$ cat src/rtl/instr_exec_unit_if.sv
// Shared instruction-register types and the read/result bus of instr_exec_unit.
// master = execution unit (drives read_pointer and results), slave = register/consumer side.
package instr_register_pkg;
  typedef enum logic [3:0] {
    ZERO  = 4'd0,
    PASSA = 4'd1,
    PASSB = 4'd2,
    ADD   = 4'd3,
    SUB   = 4'd4,
    MULT  = 4'd5,
    DIV   = 4'd6,
    MOD   = 4'd7
  } opcode_t;

  typedef logic signed [31:0] operand_t;
  typedef logic [4:0]         address_t;

  typedef struct packed {
    opcode_t  opc;
    operand_t op_a;
    operand_t op_b;
  } instruction_t;
endpackage

interface instr_exec_unit_if #(parameter int RES_W = 64);
  import instr_register_pkg::*;

  address_t                 read_pointer;
  instruction_t             instruction_word;
  logic                     res_valid;
  logic                     res_ready;
  logic signed [RES_W-1:0]  res_data;
  opcode_t                  res_opc;
  address_t                 res_addr;
  logic                     res_err;

  modport master (
    output read_pointer,
    input  instruction_word,
    output res_valid,
    input  res_ready,
    output res_data,
    output res_opc,
    output res_addr,
    output res_err
  );

  modport slave (
    input  read_pointer,
    output instruction_word,
    input  res_valid,
    output res_ready,
    input  res_data,
    input  res_opc,
    input  res_addr,
    input  res_err
  );
endinterface

$ cat src/rtl/instr_exec_unit.sv
// Execution stage: walks a wrapping window of instruction slots, executes each and hands out results.
// Optional divider enabled by defining INSTR_EXEC_DIVIDE_EN; otherwise DIV/MOD report an error.
module instr_exec_unit
  import instr_register_pkg::*;
#(
  parameter int RES_W = 64
) (
  input  logic               clk,
  input  logic               reset_n,
  input  logic               start,
  input  address_t           first_addr,
  input  logic [5:0]         count,
  output logic               busy,
  output logic               done,
  instr_exec_unit_if.master  bus
);

  // state | meaning
  // IDLE  | waiting for start; count=0 start only pulses done
  // FETCH | capture instruction_word at read_pointer
  // EXEC  | compute result into output registers
  // OUT   | hold result until res_valid && res_ready
  typedef enum logic [1:0] {IDLE, FETCH, EXEC, OUT} state_t;

  state_t                   state;
  address_t                 read_pointer;
  logic [5:0]               remaining;
  instruction_t             hold_instr;
  address_t                 hold_addr;
  logic                     res_valid;
  logic signed [RES_W-1:0]  res_data;
  opcode_t                  res_opc;
  address_t                 res_addr;
  logic                     res_err;

  logic signed [RES_W-1:0]  a_ext;
  logic signed [RES_W-1:0]  b_ext;
  logic signed [RES_W-1:0]  exec_data;
  logic                     exec_err;

  assign bus.read_pointer = read_pointer;
  assign bus.res_valid    = res_valid;
  assign bus.res_data     = res_data;
  assign bus.res_opc      = res_opc;
  assign bus.res_addr     = res_addr;
  assign bus.res_err      = res_err;

  always_comb begin
    a_ext     = {{(RES_W-32){hold_instr.op_a[31]}}, hold_instr.op_a};
    b_ext     = {{(RES_W-32){hold_instr.op_b[31]}}, hold_instr.op_b};
    exec_data = '0;
    exec_err  = 1'b0;
    case (hold_instr.opc)
      ZERO:  exec_data = '0;
      PASSA: exec_data = a_ext;
      PASSB: exec_data = b_ext;
      ADD:   exec_data = a_ext + b_ext;
      SUB:   exec_data = a_ext - b_ext;
      MULT:  exec_data = a_ext * b_ext;
`ifdef INSTR_EXEC_DIVIDE_EN
      // Division at RES_W so -2^31 / -1 yields +2^31 without overflow.
      DIV: begin
        if (b_ext == '0) exec_err  = 1'b1;
        else             exec_data = a_ext / b_ext;
      end
      MOD: begin
        if (b_ext == '0) exec_err  = 1'b1;
        else             exec_data = a_ext % b_ext;
      end
`endif
      default: exec_err = 1'b1;
    endcase
  end

  always_ff @(posedge clk) begin
    if (!reset_n) begin
      state        <= IDLE;
      read_pointer <= '0;
      remaining    <= '0;
      hold_instr   <= '0;
      hold_addr    <= '0;
      res_valid    <= 1'b0;
      res_data     <= '0;
      res_opc      <= ZERO;
      res_addr     <= '0;
      res_err      <= 1'b0;
      busy         <= 1'b0;
      done         <= 1'b0;
    end else begin
      done <= 1'b0;
      case (state)
        IDLE: begin
          if (start) begin
            if (count != 6'd0) begin
              read_pointer <= first_addr;
              remaining    <= count;
              busy         <= 1'b1;
              state        <= FETCH;
            end else begin
              done <= 1'b1;
            end
          end
        end
        FETCH: begin
          hold_instr <= bus.instruction_word;
          hold_addr  <= read_pointer;
          state      <= EXEC;
        end
        EXEC: begin
          res_data  <= exec_data;
          res_err   <= exec_err;
          res_opc   <= hold_instr.opc;
          res_addr  <= hold_addr;
          res_valid <= 1'b1;
          state     <= OUT;
        end
        OUT: begin
          if (res_valid && bus.res_ready) begin
            res_valid <= 1'b0;
            if (remaining == 6'd1) begin
              done  <= 1'b1;
              busy  <= 1'b0;
              state <= IDLE;
            end else begin
              // 5-bit pointer wraps 31 -> 0 naturally.
              read_pointer <= read_pointer + 5'd1;
              remaining    <= remaining - 6'd1;
              state        <= FETCH;
            end
          end
        end
        default: state <= IDLE;
      endcase
    end
  end

endmodule

$ cat src/flat_wrapper.sv
// flat-port wrapper written by rule: the top's interface ports become plain ports
module instr_exec_unit_flat import instr_register_pkg::*;
#(
  parameter int RES_W = 64
)
  (clk, reset_n, start, first_addr, count, busy, done, bus_read_pointer, bus_instruction_word, bus_res_valid, bus_res_ready, bus_res_data, bus_res_opc, bus_res_addr, bus_res_err);
  instr_exec_unit_if #(.RES_W(RES_W)) bus_i ();
  input  logic clk;
  input  logic reset_n;
  input  logic start;
  input  address_t first_addr;
  input  logic [5:0] count;
  output logic busy;
  output logic done;
  output wire logic [$bits(bus_i.read_pointer)-1:0] bus_read_pointer;
  input wire logic [$bits(bus_i.instruction_word)-1:0] bus_instruction_word;
  output wire logic [$bits(bus_i.res_valid)-1:0] bus_res_valid;
  input wire logic [$bits(bus_i.res_ready)-1:0] bus_res_ready;
  output wire logic [$bits(bus_i.res_data)-1:0] bus_res_data;
  output wire logic [$bits(bus_i.res_opc)-1:0] bus_res_opc;
  output wire logic [$bits(bus_i.res_addr)-1:0] bus_res_addr;
  output wire logic [$bits(bus_i.res_err)-1:0] bus_res_err;
  assign bus_read_pointer = bus_i.read_pointer;
  assign bus_i.instruction_word = bus_instruction_word;
  assign bus_res_valid = bus_i.res_valid;
  assign bus_i.res_ready = bus_res_ready;
  assign bus_res_data = bus_i.res_data;
  assign bus_res_opc = bus_i.res_opc;
  assign bus_res_addr = bus_i.res_addr;
  assign bus_res_err = bus_i.res_err;
  instr_exec_unit #(.RES_W(RES_W)) u_core (.clk(clk), .reset_n(reset_n), .start(start), .first_addr(first_addr), .count(count), .busy(busy), .done(done), .bus(bus_i));
endmodule
$ cat config.mk
export PLATFORM = sky130hd
export DESIGN_NAME = instr_exec_unit_flat
export DESIGN_NICKNAME = d
export VERILOG_FILES = /design/src/rtl/instr_exec_unit_if.sv /design/src/rtl/instr_exec_unit.sv /design/src/flat_wrapper.sv
export SDC_FILE = /design/constraint.sdc
export NUM_CORES = 2
export LEC_CHECK = 0
export ABC_AREA = 0
export CAP_MARGIN = 30
export CORE_UTILIZATION = 50
export CTS_CLUSTER_DIAMETER = 40
export CTS_CLUSTER_SIZE = 16
export DETAILED_ROUTE_END_ITERATION = 10
export PLACE_DENSITY = 0.67
export SLEW_MARGIN = 20
export SYNTH_ARGS = -nofsm -noshare
export SYNTH_HDL_FRONTEND = slang
export SYNTH_SLANG_ARGS = --single-unit
$ cat constraint.sdc
create_clock -name clk -period 23.4 [get_ports clk]
set_input_delay 3.51 -clock clk [delete_from_list [all_inputs] [get_ports clk]]
set_output_delay 3.51 -clock clk [all_outputs]
set_load 0.03 [all_outputs]
After elaboration in Yosys (flattened, before gate mapping)
Cells that the tools add are included.
{"block": "word_totals", "regBits": 163, "in_bits": 83, "out_inout_bits": 82}
{"block": "classes", "add_sub_neg": 4, "mul": 1, "eq_ne": 14, "muxes": 29, "n_reduce_logical": 11}
{"cell": "$pmux W64 S5", "n": 1}
{"cell": "$mul A32 B32 Y64", "n": 1}
{"cell": "$add A32 B32 Y33", "n": 1}
{"cell": "$sub A32 B32 Y33", "n": 1}
{"cell": "$mux W6", "n": 4}
{"cell": "$mux W5", "n": 4}
{"cell": "$pmux W6 S2", "n": 1}
{"cell": "$mux W1", "n": 11}
{"cell": "$pmux W5 S2", "n": 1}
{"cell": "$reduce_and A5 Y1", "n": 2}
{"cell": "$eq A4 B2 Y1 const B", "n": 2}
{"cell": "$eq A4 B3 Y1 const B", "n": 2}
{"cell": "$pmux W2 S4", "n": 1}
{"cell": "$eq A6 B1 Y1 const B", "n": 1}
{"cell": "$mux W2", "n": 3}
{"cell": "$ne A2 B1 Y1 const B", "n": 3}
{"cell": "$pmux W1 S2", "n": 3}
{"cell": "$reduce_bool A6 Y1", "n": 1}
{"cell": "$reduce_or A6 Y1", "n": 1}
{"cell": "$sub A6 B1 Y6 const B", "n": 1}
{"cell": "$add A5 B1 Y5 const B", "n": 1}
{"cell": "$eq A2 B2 Y1 const B", "n": 2}
{"cell": "$eq A4 B1 Y1 const B", "n": 1}
{"cell": "$logic_not A4 Y1", "n": 1}
{"cell": "7 further kinds", "n": 9}

Longest topological paths before layout
{"block": "logic_depth", "word_depth": 4, "depth_mapped": 29, "ltp_nobuf": 27}

Worst setup path after synthesis
Ideal clock, no wire load.
{"block": "synth_path", "kind": "register to register", "from": "register u_core.hold_instr (netlist bit u_core.a_ext[31])", "to": "register u_core.res_data[61] (netlist: u_core.bus.res_data[61])", "arrival_time_ns": 7.803, "required_ns": 23.271, "setup_slack_ns": 15.468, "path_stages_with_launch": 30, "cell_sequence": "dfxtp_1 -> clkbuf_1 -> clkbuf_1 -> nand2_1 -> inv_1 -> fa_1 -> inv_1 -> fa_1 -> inv_1 -> fa_1 -> fa_1 -> inv_1 -> fa_1 -> inv_1 -> fa_1 -> inv_1 -> fa_1 -> inv_1 -> fa_1 -> ha_1 -> clkdlybuf4s15_1 -> a21oi_1 -> o21bai_1 -> a21o_1 -> a21o_1 -> a21o_1 -> a31oi_1 -> o21ai_2 -> xnor2_1 -> o211ai_2"}
{"block": "synth_via", "elab_chain_len": 2}
{"element": "from (decl)", "line": "instr_exec_unit.sv:28", "source": "instruction_t hold_instr;"}
{"element": "from (signal assigned)", "line": "instr_exec_unit.sv:105", "source": "hold_instr <= bus.instruction_word;"}
{"element": "$mul A32 B32 Y64, or another cell as far along", "line": "instr_exec_unit.sv:59", "source": "MULT: exec_data = a_ext * b_ext;"}
{"element": "$pmux W64 S5 *", "line": "instr_exec_unit.sv:53", "source": "case (hold_instr.opc)"}
{"element": "to (signal assigned)", "line": "instr_exec_unit.sv:110", "source": "res_data <= exec_data;"}
{"element": "to (decl)", "line": "instr_exec_unit.sv:31", "source": "logic signed [RES_W-1:0] res_data;"}
Mark *: on every way between the ends. The rest lies on a longest branch, timed or not.
A chain may end at the register's enable or synchronous reset.

Final worst setup path
{"block": "layout_path", "from": "register u_core.hold_instr (netlist bit u_core.a_ext[0])", "to": "register u_core.res_data[62] (netlist: u_core.bus.res_data[62])"}
The elaborated chain is that of the path after synthesis.

==> flow_summary.yaml <==
timing:
  report.final.slew_viol_count: 0
  finalHoldWorstSlack_ns: 0.486
  period_share_pct: 40.1
  slew_headroom_pct: 30.7
  tightest_slew_ns: 1.04
  hold_violations: 0
  maximum_clock_frequency_mhz: 107
  finalSetupViolations: 0
  setup-tns-final_ns: 0
  rsz0062_at_grt: "no"
  finalWorstPathRequiredPeriod_ns: 9.39
  skew_ns: 0.0356
synth:
  postSynthAreaPerCell_sq_um: 9.05
  synthesized_instance_count: 5166
  syn-cell-area_sq_um: 46700
  most_used_flip_flop_cell_after_synthesis: "dfxtp_1"
  synth_enable_flop_cells: 0
  synth.yosys.warnings: 0
  yosys_reg_bits: 163
  synth.distinct_cells: 104
  async_reset_ff_share_pct: 0
  ys_seq_area_share_pct: 6.98
  syn_nets: 6590
pwr:
  power.combinational.fraction_pct: 81.6
  clockPowerShare_pct: 8.2
  power.switching_fraction_pct: 60.1
  power_density_nw_per_um2: 77.1
  power.net_switching_mw: 2.32
  vdd.ir_drop.worst_mv: 0.0751
  sequentialPowerShare_pct: 10.2
  leakagePower_nw: 24.1
  cellInternalPower_mw: 1.54
setup_path:
  setup.reg_to_reg.worst_slack_ns: 14.01
  crit_chain: "clkinv_1, nor2_1, ha_1, inv_1, fa_1, inv_1, fa_1, fa_1, fa_1, fa_1, fa_1, fa_1, ha_1, a21oi_1, o21ai_0, a211o_1, a221o_1, a211oi_2, o21ai_2, a21oi_4, o31ai_2, a22oi_1, nand4b_1"
  cp-end-kind: "flip-flop"
  setup.worst_path.class: "flip-flop to flip-flop"
  cp_max_fo: 25
  cp.required_ns: 23.75
  worst_setup_path_start_kind: "flip-flop"
  crit_top_cell: "fa_1"
  cp.arrival_ns: 9.73
  crit_path_max_incr_delay_ns: 1.01
  cp_slowest_cell: "dfxtp_1"
floorplan:
  initial_standard_cell_utilization_of_the_core_pct: 50.8
  die_span_in_x_um: 308
  die_y_um: 308
  core-area_sq_um: 92100
  num_rows: 111
  die_area_sq_um: 94700
  top_level_ports: 165
clocking:
  cts_root_buf: "clkbuf_16"
  clk-insertion-delay-late_ns: 0.50
  cts_setup_buffers: 0
  clock-sinks: 163
  tritoncts: "done"
  cts.repair.resized: 0
  cts.clk_slew.worst_paths_ns: 0.09
  cts_htree_levels: 4
  max-clock-path-buffers: 2
  cts_hold_buffers: 0
  numCtsBuffers: 17
worst_hold_path:
  hold_class: "flip-flop to flip-flop"
drt:
  m1WireLength_um: 63000
  post-route-drc-count: 0
  drt_first_pass_iters: 9
  routed_wire_length_per_instance_um: 24.5
  routed-wl-met3_um: 14700
  route.vias.total: 36575
  first_iter_violations: 3348
  drt_wl_total_um: 157000
  route.antenna.remaining_nets: 0
  topRoutingLayerUsed: "met5"
  viasPerCell: 5.71
  routed-wl-met2_um: 71900
final_layout:
  final_nets: 6557
  final_layout_size_suffix_gt1_share_pct: 3.46
  fin_util_pct: 54.3
  areaGrowthSynthToFinish_pct: 7.08
global_route:
  first_pass_grt_wire_length_um: 243000
  grt_start_max_net_pins: 74
  global_route.overflow_total: 0
  grt_pass1_vias: 38974
  grtUsageTotal_pct: 34.5
  antenna_found_initial: 18
job:
  max_cap_viol_count: 0
status:
  run_status: "finished clean"
place:
  io_buffer_count: 164
  place.detailed.hpwl_um: 122000
  place_congestion: 1.03
[path summary, 6_finish.rpt]
check / startpoint / endpoint / cells past startpoint
hold / removal: u_core.bus.res_data[43] / u_core.bus.res_data[43] / 2
setup reg to reg: u_core.a_ext[0] / u_core.bus.res_data[62] / 23
hold reg to reg: u_core.bus.res_data[43] / u_core.bus.res_data[43] / 2
setup / recovery: u_core.a_ext[0] / u_core.bus.res_data[62] / 23
[per-stage QoR]
step                worst slack (ns)  instances  cell area (sq um)  total power [mW]
global placement               14.18       6356              49400              3.43
CTS                            14.14       6388              50000              3.80
detailed placement             14.21       6356              49400              3.44
floorplan                      15.47       5166              46700              2.43
finish                         14.01       6400              50000              3.86
global route                   13.92       6393              50000              4.15
[layout make-up]
type,count,area (sq um)
antenna,11,27.5
clock buffer,17,425
clock inverter,15,198
fill,8508,42000
inverter,1033,3880
multi-input combinational,3670,38400
sequential,163,3270
tap,1243,1560
timing repair buffer,248,2270
[sequential cells by signal, summed over array words and instances, names as in the netlist]
name,flops
u_core.bus.res_data,64
u_core.a_ext,32
u_core.b_ext,32
u_core.remaining,6
u_core.bus.read_pointer,5
u_core.bus.res_addr,5
u_core.hold_addr,5
u_core.bus.res_opc,4
u_core.hold_instr,4
u_core.state,2
u_core.bus.res_err,1
u_core.bus.res_valid,1
u_core.busy,1
u_core.done,1
[cell families (layout without fill, tap and decap cells)]
group	count (synthesis)	after routing	synth area share, %
other cells	0	11	0
xor+xnor	71	71	1.33
mux	88	88	1.89
compound gates	613	613	8.91
buf+inv	1333	1313	10.9
flops	163	163	6.98
simple gates	1557	1557	16.7
fa+ha+maj	1341	1341	53.3
[power by group through the flow]
stage               Clock [mW]  Combinational, mW  Sequential (mW)
finish                   0.316               3.15            0.394
global route             0.327               3.42            0.398
CTS                      0.318               3.09            0.391
detailed placement           0               3.04            0.398
global placement             0               3.04            0.395
floorplan                    0               2.03            0.400
[cells in the mapped netlist, drive strengths merged (35+ instances only)]
master | count | area [sq um]
xnor2 | 48 | 420
dfxtp | 163 | 3260
nand3 | 45 | 238
o21ai | 130 | 669
ha | 257 | 3220
nor2 | 172 | 648
a21o | 40 | 302
clkbuf | 274 | 1080
and2 | 482 | 3020
o211ai | 35 | 278
nand2 | 607 | 2290
fa | 1084 | 21700
a21oi | 167 | 858
nor2b | 116 | 726
mux2i | 87 | 871
inv | 1030 | 3870
[worst max-delay path: cells and delay by family, from the launching register on]
family | cells | cell delay, ns
and+or+nand+nor | 2 | 0.81
buffers and inverters | 3 | 1.07
adders and majority gates | 9 | 4.10
DFF | 1 | 1.01
AOI/OAI and AO/OA | 9 | 2.22
[cell usage in the layout (no fill, tap or decap), types with 10 or more instances in the layout]
cell type        count
a222oi_1            18
mux2i_1             87
o21ai_0            121
o21a_1              18
inv_1             1030
xnor2_1             48
a21oi_1            163
nor2b_1            115
and3_1              13
nand2b_1            30
clkbuf_16           17
a211oi_1            20
ha_1               255
diode_2             11
xor2_1              23
o211ai_1            32
a221oi_1            14
clkdlybuf4s50_1    163
buf_4               83
nand4_1             14
nand2_1            605
a22oi_1             20
nor2_1             169
o21bai_1            12
and2_1             480
dfxtp_1            161
nand3_1             44
a21o_1              39
nor4_1              10
o31ai_1             14
a221o_1             11
fa_1              1084
nor3_1              28
a31oi_1             23
[layer usage]
metal | up-vias | track usage [%]
li1 | 15655 | -
met1 | 18817 | 46.2
met2 | 1700 | 54.4
met3 | 385 | 7.58
met4 | 18 | 13.4
met5 | - | 0
Power figures use the tool's default switching activity.
